## src/rtl/shift_reg_sipo_buf.sv

```systemverilog
// shift_reg_sipo_buf: serial-in parallel-out word assembler with a one-word valid/ready output buffer
module shift_reg_sipo_buf #(
  parameter int WIDTH = 4
) (
  input  logic             clk,
  input  logic             rst_n,
  input  logic             shift_en,
  input  logic             data_in,
  input  logic             clear,
  input  logic             data_ready,
  output logic [WIDTH-1:0] data_out,
  output logic             data_valid,
  output logic             busy,
  output logic             overrun
);
  localparam int CW = $clog2(WIDTH);
  typedef enum logic {IDLE, SHIFT} state_t;
  state_t           r_state, w_state_nxt;
  logic [WIDTH-1:0] r_sr;
  logic [CW-1:0]    r_cnt;
  logic [WIDTH-1:0] w_word;
  logic             w_cap, w_last, w_load, w_take;
  assign w_cap  = shift_en & ~clear;
  assign w_last = w_cap && (r_cnt == CW'(WIDTH - 1));
  assign w_word = {r_sr[WIDTH-2:0], data_in};
  assign w_take = data_valid & data_ready;
  assign w_load = w_last & (~data_valid | data_ready);
  assign busy   = (r_state == SHIFT);
  // next assembly state: clear wins, a completing capture returns to IDLE
  always_comb begin
    w_state_nxt = clear ? IDLE : w_cap ? (w_last ? IDLE : SHIFT) : r_state;
  end
  // state register
  always_ff @(posedge clk or negedge rst_n) begin
    if (!rst_n) r_state <= IDLE;
    else        r_state <= w_state_nxt;
  end
  // shift register and bit counter; counter wraps explicitly for non-power-of-two widths
  always_ff @(posedge clk or negedge rst_n) begin
    if (!rst_n) begin
      r_sr  <= '0;
      r_cnt <= '0;
    end else if (clear) begin
      r_sr  <= '0;
      r_cnt <= '0;
    end else if (shift_en) begin
      r_sr  <= w_word;
      r_cnt <= w_last ? '0 : r_cnt + CW'(1);
    end
  end
  // output buffer: a completed word loads when the slot is free or being accepted
  always_ff @(posedge clk or negedge rst_n) begin
    if (!rst_n) begin
      data_out   <= '0;
      data_valid <= 1'b0;
    end else if (w_load) begin
      data_out   <= w_word;
      data_valid <= 1'b1;
    end else if (w_take) begin
      data_valid <= 1'b0;
    end
  end
  // sticky overrun: set when a completed word finds the buffer full and not accepted
  always_ff @(posedge clk or negedge rst_n) begin
    if (!rst_n)                                   overrun <= 1'b0;
    else if (clear)                               overrun <= 1'b0;
    else if (w_last & data_valid & ~data_ready)   overrun <= 1'b1;
  end
endmodule
```

## config.mk

```make
export PLATFORM = sky130hd
export DESIGN_NAME = shift_reg_sipo_buf
export DESIGN_NICKNAME = d
export VERILOG_FILES = /design/src/rtl/shift_reg_sipo_buf.sv
export SDC_FILE = /design/constraint.sdc
export NUM_CORES = 1
export LEC_CHECK = 0
export CORE_AREA = 4 4 41 43
export DETAILED_ROUTE_END_ITERATION = 8
export DIE_AREA = 0 0 45 47
export PLACE_DENSITY = 0.74
export SLEW_MARGIN = 20
export SYNTH_ARGS = -nofsm -noshare
export SYNTH_HDL_FRONTEND = slang
export SYNTH_SLANG_ARGS = --single-unit
```

## constraint.sdc

```tcl
create_clock -name clk -period 1.4 [get_ports clk]
set_clock_uncertainty 0.05 [all_clocks]
set_input_delay 0.21 -clock clk [delete_from_list [all_inputs] [get_ports clk]]
set_output_delay 0.21 -clock clk [all_outputs]
set_load 0.005 [all_outputs]
```

# After elaboration in Yosys (flattened, before gate mapping)
# Index checks and enable logic that the tools add are counted.
dict set report totals {
  regBits 12
  in_bits 6
  out_inout_bits 7
  elab_cells 34
}
dict set report op_classes {
  add_sub_neg 1
  n_eq_ne 1
  mux 12
  n_bitwise 9
  n_reduce_logical 5
}
# op count
set ops {}
lappend ops {{2-bit nonzero test} 4}
lappend ops {{1-bit two-way mux} 7}
lappend ops {{2-bit two-way mux} 3}
lappend ops {{3-bit two-way mux} 2}
lappend ops {{1-bit AND} 5}
lappend ops {{1-bit NOT} 3}
lappend ops {{2-bit by 1-bit adder with 2-bit output (second input constant)} 1}
lappend ops {{2-bit equality test (second input constant)} 1}
lappend ops {{1-bit logical AND} 1}
lappend ops {{1-bit bitwise OR} 1}

# Longest topological paths before layout
# Gate-level depths: netlist (run 1).
dict set report logic_depth {
  depth_word 7
  mapped_depth 4
}

# Worst setup path before layout (run 1)
# Ideal clock, no wire load.
dict set report synth_path {
  path_kind {reg2reg}
  startpoint {register r_cnt[0]}
  endpoint {register data_out[0]}
  t_arrival_ps 1127
  required_ps 1225
  path_slack_ps 98
  stages_incl_launch_ff 5
  n_path_buf 0
  path_cell_list {dfrtp_1 ha_1 nand2_4 nor3_4 mux2_2}
}
dict set report synth_via {
  elab_chain_len 3
}
# element line_no
set synth_rtl {}
lappend synth_rtl {{start: declaration} 20} ;# logic [CW-1:0] r_cnt;
lappend synth_rtl {{start signal: assignment} 48} ;# r_cnt <= w_last ? '0 : r_cnt + CW'(1);
lappend synth_rtl {{2-bit equality test} 24} ;# assign w_last = w_cap && (r_cnt == CW'(WIDTH - 1));
lappend synth_rtl {{1-bit logical AND} 24}
lappend synth_rtl {{1-bit AND} 27} ;# assign w_load = w_last & (~data_valid | data_ready);
lappend synth_rtl {{end signal: assignment} 57} ;# data_out <= w_word;
lappend synth_rtl {{end: declaration} 11} ;# output logic [WIDTH-1:0] data_out,
# No other way between the ends.
# A chain may end at the register's enable or synchronous reset.

# Worst setup path after layout (run 1)
dict set report layout_path {
  startpoint {register r_state (netlist: busy)}
  endpoint {output busy}
}
# element line_no
set layout_lines {}
lappend layout_lines {{start: declaration} 18} ;# state_t r_state, w_state_nxt;
lappend layout_lines {{start signal: assignment} 36} ;# else r_state <= w_state_nxt;
lappend layout_lines {{end: declaration} 13} ;# output logic busy,
# No word-level cell between the ends.

==> flow_summary.json, run 1 <==
{
  "post_synth_inst_count": 38,
  "gp_congestion": 0.7136,
  "worstSetupPathType": "flip-flop to output pin",
  "rows": 13,
  "fin_nets": 69,
  "slowest_stage": "clkdlybuf4s50_1",
  "rrSetupSlack_ps": 50,
  "swShare_pct": 22.52,
  "worstMarginPinSlew_ps": 236.4,
  "die_area_um2": 2115,
  "synth_flop_cell": "dfrtp_1",
  "dp_slack_ps": -160.3,
  "finalSetupTns_ps": 0,
  "worstSetupEndpoint": "busy",
  "grt_pass1_wl_mm": 1.524,
  "ys_warn_count": 0,
  "fin_area_um2": 762.0,
  "syn_area_um2": 518.0,
  "powerDensity_nw_per_um2": 979.2,
  "syn-num-nets": 45,
  "p_seq_share_pct": 50.3,
  "place_area_um2": 675.6,
  "cts_tree": "yes",
  "hold_violations": 0,
  "num_vias": 362,
  "worst_path_dominant_cell_family": "buffers and inverters",
  "finalCritPeriodShare_pct": 98.17,
  "required_ps": 1140,
  "globalRouteTotalUtil_pct": 10.53,
  "hold_buffers": 0,
  "grt_overflow": 0,
  "die_x_um": 45,
  "grt_pass1_vias": 356,
  "dr.pass1.iters": 2,
  "fmax_mhz": 727.6,
  "detail_route.wl_per_cell_um": 12.13,
  "crit_start": "busy",
  "reg2reg_depth": 4,
  "yosys.area.top_type": "dfrtp_1",
  "synth-async-reset-ratio_pct": 100.0,
  "yosysMostFrequentCell": "dfrtp_1",
  "viasPerCell": 4.763,
  "drt_iter0_drc": 4,
  "cp_slowest_stage_delay_ps": 490,
  "synth_seq_cells": 12,
  "ys_seq_area_share_pct": 57.97,
  "worst_setup_path_end_kind": "output pin",
  "clkLatencyLatePin_ps": 270,
  "avgSynthCellArea_um2": 13.63,
  "n_antenna_cell": 0,
  "cts_made_buffers": 3,
  "start_util_pct": 39.81,
  "rsz0062_at_grt": "true",
  "cap_viol_max_count": 0,
  "cp_max_fo": 2,
  "p_leak_uw": 0.0004456,
  "wl_um": 922,
  "crit_cells": 1,
  "power_switching_uw": 168.0,
  "synth_edf_count": 0,
  "r2r_end": "data_out[0]",
  "cts_buffer_depth": 2,
  "cts.clk_slew.worst_paths_ps": 80,
  "crit_arrival_ps": 1110,
  "pwr-share-comb_pct": 12.3,
  "post-route-util_pct": 58.56,
  "fillers": 121,
  "coreArea_um2": 1301,
  "cp_num_buf_inv": 1,
  "yosysUniqueCellTypes": 14,
  "drive_gt1_share_pct": 36.07,
  "pwr-share-clk_pct": 37.4,
  "port_buffers": 12,
  "ant_nets": 0,
  "timing.rr.start": "r_cnt[0]",
  "hp-class": "primary input to async pin",
  "status": "finished clean",
  "hpwl_um": 650.8,
  "num_io_pins": 13,
  "htree_levels": 1,
  "die_h_um": 47,
  "syn_to_final_growth_pct": 47.10,
  "antenna_found_initial": 0,
  "setup_ws_ps": 25.66,
  "cts_sinks": 12,
  "p_int_uw": 578.1,
  "cts_root_buf": "clkbuf_4",
  "synth_top_area_share_pct": 57.97,
  "synthTopCellsByArea": "dfrtp_1, mux2_2, mux2i_1, nor2_1, nor3_4",
  "finalSetupViolCount": 0,
  "grt_max_degree": 13,
  "cp-start-kind": "flip-flop",
  "synthTopCellsByCount": "dfrtp_1, nor2_1, mux2_2, mux2i_1, nand2b_1",
  "drv_slew": 0,
  "vdd_drop_max_mv": 0.6155,
  "holdWs_ps": 171.9,
  "period_needed_ps": 1374,
  "max_slew_margin_pct": 84.19,
  "path_cells": "clkdlybuf4s50_1",
  "drc": 0
}
[state kept, by name, indices dropped and copies added (netlist names)]
| register | cells |
|---|---|
| data_out | 4 |
| busy | 1 |
| data_valid | 1 |
| r_sr | 3 |
| overrun | 1 |
| r_cnt | 2 |
[power by group through the flow]
stage          registers (uW)  clock network (uW)  logic [uW]
5_1_grt                   378                 301         102
6_report                  375                 279        91.7
4_1_cts                   373                 288        88.5
3_3_place_gp              380                   0        90.7
3_5_place_dp              380                   0        91.8
2_1_floorplan             380                   0        39.6
[layer usage]
layer	part of all wire, %	track usage [%]	up-vias
li1	-	-	174
met1	46	12.20	175
met2	46	16.38	11
met3	6.3	2.682	2
met4	1.8	8.772	0
met5	0	0	-
[per-stage QoR]
stage,instances,power [uW]
3_5_place_dp,68,471.6
5_1_grt,76,780.1
3_3_place_gp,68,470.3
6_report,76,746.1
2_1_floorplan,38,419.3
4_1_cts,73,749.8
[worst min-delay path by stage]
stage                              to  slack (ps)
after global routing          r_sr[1]         180
after detailed placement  data_out[3]         440
after CTS                        busy         170
after floorplan                  busy        -140
after global placement        overrun         430
final                            busy         170
[logic make-up (layout without fill, tap and decap cells)]
kind of cell / after synthesis / in the layout / share of synthesized area [%]
flip-flops: 12 / 12 / 57.97
AND/OR/NAND/NOR: 11 / 11 / 13.77
multiplexers: 9 / 9 / 18.60
AO/OA/AOI/OAI: 3 / 3 / 3.624
buffers and inverters: 2 / 25 / 3.624
adder cells (fa/ha/maj): 1 / 1 / 2.415
[placed cells by master (no fill, tap or decap)]
master	instances
clkdlybuf4s50_1	6
a21oi_1	1
dfrtp_1	12
a31oi_1	1
nor2_1	6
nand2_4	1
nand2b_1	2
clkbuf_8	1
clkbuf_4	3
buf_4	9
dlymetal6s2s_1	4
mux2i_1	4
nor3_4	1
dlygate4sd2_1	2
ha_4	1
mux2_2	5
o21bai_1	1
nor2b_2	1
[final cells by class]
type                    instances  area (um2)  area share, %
multi-input cells              24       211.5          27.75
flip-flops and latches         12       300.3          39.41
clock buffers                   4       36.28          4.762
well taps                      15       18.77          2.463
repair buffers                 21       195.2          25.62
[what timing repair did]
item	4_1_cts	5_1_grt
pin swaps	0	0
setup endpoints to repair	7	9
setup buffers	1	3
resized for setup	3	5
No activity file was read; power rests on OpenSTA's default activity.
==> run 2: changes to the inputs <==
--- a/config.mk
+++ b/config.mk
@@ -8,7 +8,8 @@
 export CORE_AREA = 4 4 41 43
 export DETAILED_ROUTE_END_ITERATION = 8
 export DIE_AREA = 0 0 45 47
-export PLACE_DENSITY = 0.74
+export PLACE_DENSITY = 0.68
+export SETUP_SLACK_MARGIN = 0.05
 export SLEW_MARGIN = 20
 export SYNTH_ARGS = -nofsm -noshare
 export SYNTH_HDL_FRONTEND = slang
==> run 2 against run 1 <==
Effect of this change: cell count fell by 5.3%; register-to-register slack got worse by 30 ps; total power fell by 9.3%; first-iteration DRC count fell by 100%; via count fell by 3.3%; clock power fell by 25%; combinational power rose by 3.3%; hold slack improved by 16 ps; cell area fell by 6.7%; core utilization fell by 3.9 points; critical endpoint is now data_out[2]; critical path depth rose by 3; global-route usage fell by 0.32 points.
==> flow_summary.json, run 2 (synthesized netlist as in run 1, its figures left out) <==
{
  "status": "finished clean",
  "reg_top3": "data_out (4), r_sr (3), r_cnt (2)",
  "cap_viol_max_count": 0,
  "mostFrequentLayoutCells": "dfrtp_1, dlygate4sd2_1, nor2_1, buf_4, clkdlybuf4s50_1",
  "worstSetupEndpoint": "data_out[2]",
  "worstMarginPinSlew_ps": 252.2,
  "cts_tree": "yes",
  "worst_setup_path_end_kind": "flip-flop",
  "cts_sinks": 12,
  "die_area_um2": 2115,
  "finalSetupViolCount": 0,
  "fin_nets": 66,
  "r2r_end": "data_out[2]",
  "rows": 13,
  "die_x_um": 45,
  "largest_reg_flops": 4,
  "p_leak_uw": 0.0003715,
  "vdd_drop_max_mv": 0.6094,
  "cts_made_buffers": 3,
  "hpwl_um": 640.5,
  "regMostFlops": "data_out",
  "setup_ws_ps": 15.58,
  "antenna_found_initial": 0,
  "dp_slack_ps": -144.5,
  "final_cells": 72,
  "rrSetupSlack_ps": 20,
  "htree_levels": 1,
  "wl_um": 887,
  "timing.rr.start": "r_cnt[0]",
  "syn_to_final_growth_pct": 37.20,
  "cp-start-kind": "flip-flop",
  "crit_arrival_ps": 1490,
  "layout_commonest_cell": "dfrtp_1",
  "clkLatencyLatePin_ps": 270,
  "num_vias": 350,
  "holdWs_ps": 187.7,
  "hp-class": "primary input to async pin",
  "finalCritPeriodShare_pct": 98.89,
  "start_util_pct": 39.81,
  "drive_gt1_share_pct": 33.33,
  "globalRouteTotalUtil_pct": 10.21,
  "die_h_um": 47,
  "drt_iter0_drc": 0,
  "drc": 0,
  "n_antenna_cell": 0,
  "grt_pass1_wl_mm": 1.469,
  "fmax_mhz": 722.3,
  "reg2reg_depth": 4,
  "cp_max_fo": 4,
  "detail_route.wl_per_cell_um": 12.32,
  "drv_slew": 0,
  "port_buffers": 12,
  "num_io_pins": 13,
  "cts.clk_slew.worst_paths_ps": 70,
  "dr.pass1.iters": 1,
  "period_needed_ps": 1384,
  "viasPerCell": 4.861,
  "powerDensity_nw_per_um2": 952.3,
  "hold_violations": 0,
  "grt_pass1_vias": 362,
  "ant_nets": 0,
  "worstSetupPathType": "flip-flop to flip-flop",
  "coreArea_um2": 1301,
  "grt_max_degree": 13,
  "cts_root_buf": "clkbuf_4",
  "rsz0062_at_grt": "true",
  "crit_start": "r_cnt[0]",
  "required_ps": 1500,
  "cts_buffer_depth": 2,
  "place_inst": 66,
  "grt_overflow": 0,
  "gp_congestion": 0.7036,
  "max_slew_margin_pct": 83.13
}
run 2: power breakdown:
group | internal (uW) | total [uW] | switching, uW
Combinational | 57.7 | 94.7 | 37.0
Sequential | 364 | 372 | 8.78
Clock | 99.6 | 210 | 110
Total | 521 | 677 | 156
run 2: critical path, cell delays in order, from the launching register on:
cell,delay [ps]
dfrtp_1,360
ha_2,210
nand2_4,60
nor3_4,210
mux2_2,370
run 2: cell type report:
type | instances | area (um2)
clock buffer | 3 | 22.52
fill | 121 | 590.6
multi-input combinational | 24 | 212.7
sequential | 12 | 300.3
tap | 15 | 18.77
timing repair buffer | 18 | 156.4
run 2: what timing repair did:
action,in CTS,in global routing
hold buffers,0,0
endpoints found under the hold margin,0,0
setup endpoints to repair,11,5
pin swaps,0,1
resized for setup,9,1
buffers inserted,2,1
run 2: worst min path at each step:
| stage | startpoint | end | depth (start not counted) |
|---|---|---|---|
| 2_1_floorplan | rst_n | busy | 0 |
| 3_3_place_gp | overrun | overrun | 2 |
| 3_5_place_dp | overrun | overrun | 2 |
| 4_1_cts | rst_n | overrun | 2 |
| 5_1_grt | rst_n | overrun | 2 |
| 6_report | rst_n | data_out[1] | 2 |
run 2: per-layer routing:
metal	part of all wire, %	GRT usage (%)	vias up
met4	2.5	8.772	0
met1	44	11.96	168
li1	-	-	169
met5	0	0	-
met2	46	15.54	11
met3	8.1	2.682	2
run 2: metrics by stage:
stage / utilization (%) / instance area, um2 / setup TNS [ps] / total power, uW
final: 54.62 / 710.7 / 0 / 676.8
after global routing: 54.62 / 710.7 / -126.6 / 709.6
after CTS: 53.46 / 695.7 / 0 / 685.4
after detailed placement: 50.77 / 660.6 / -612.2 / 469.1
after global placement: 50.77 / 660.6 / -590.9 / 469.0
after floorplan: - / 518.0 / 0 / 419.3
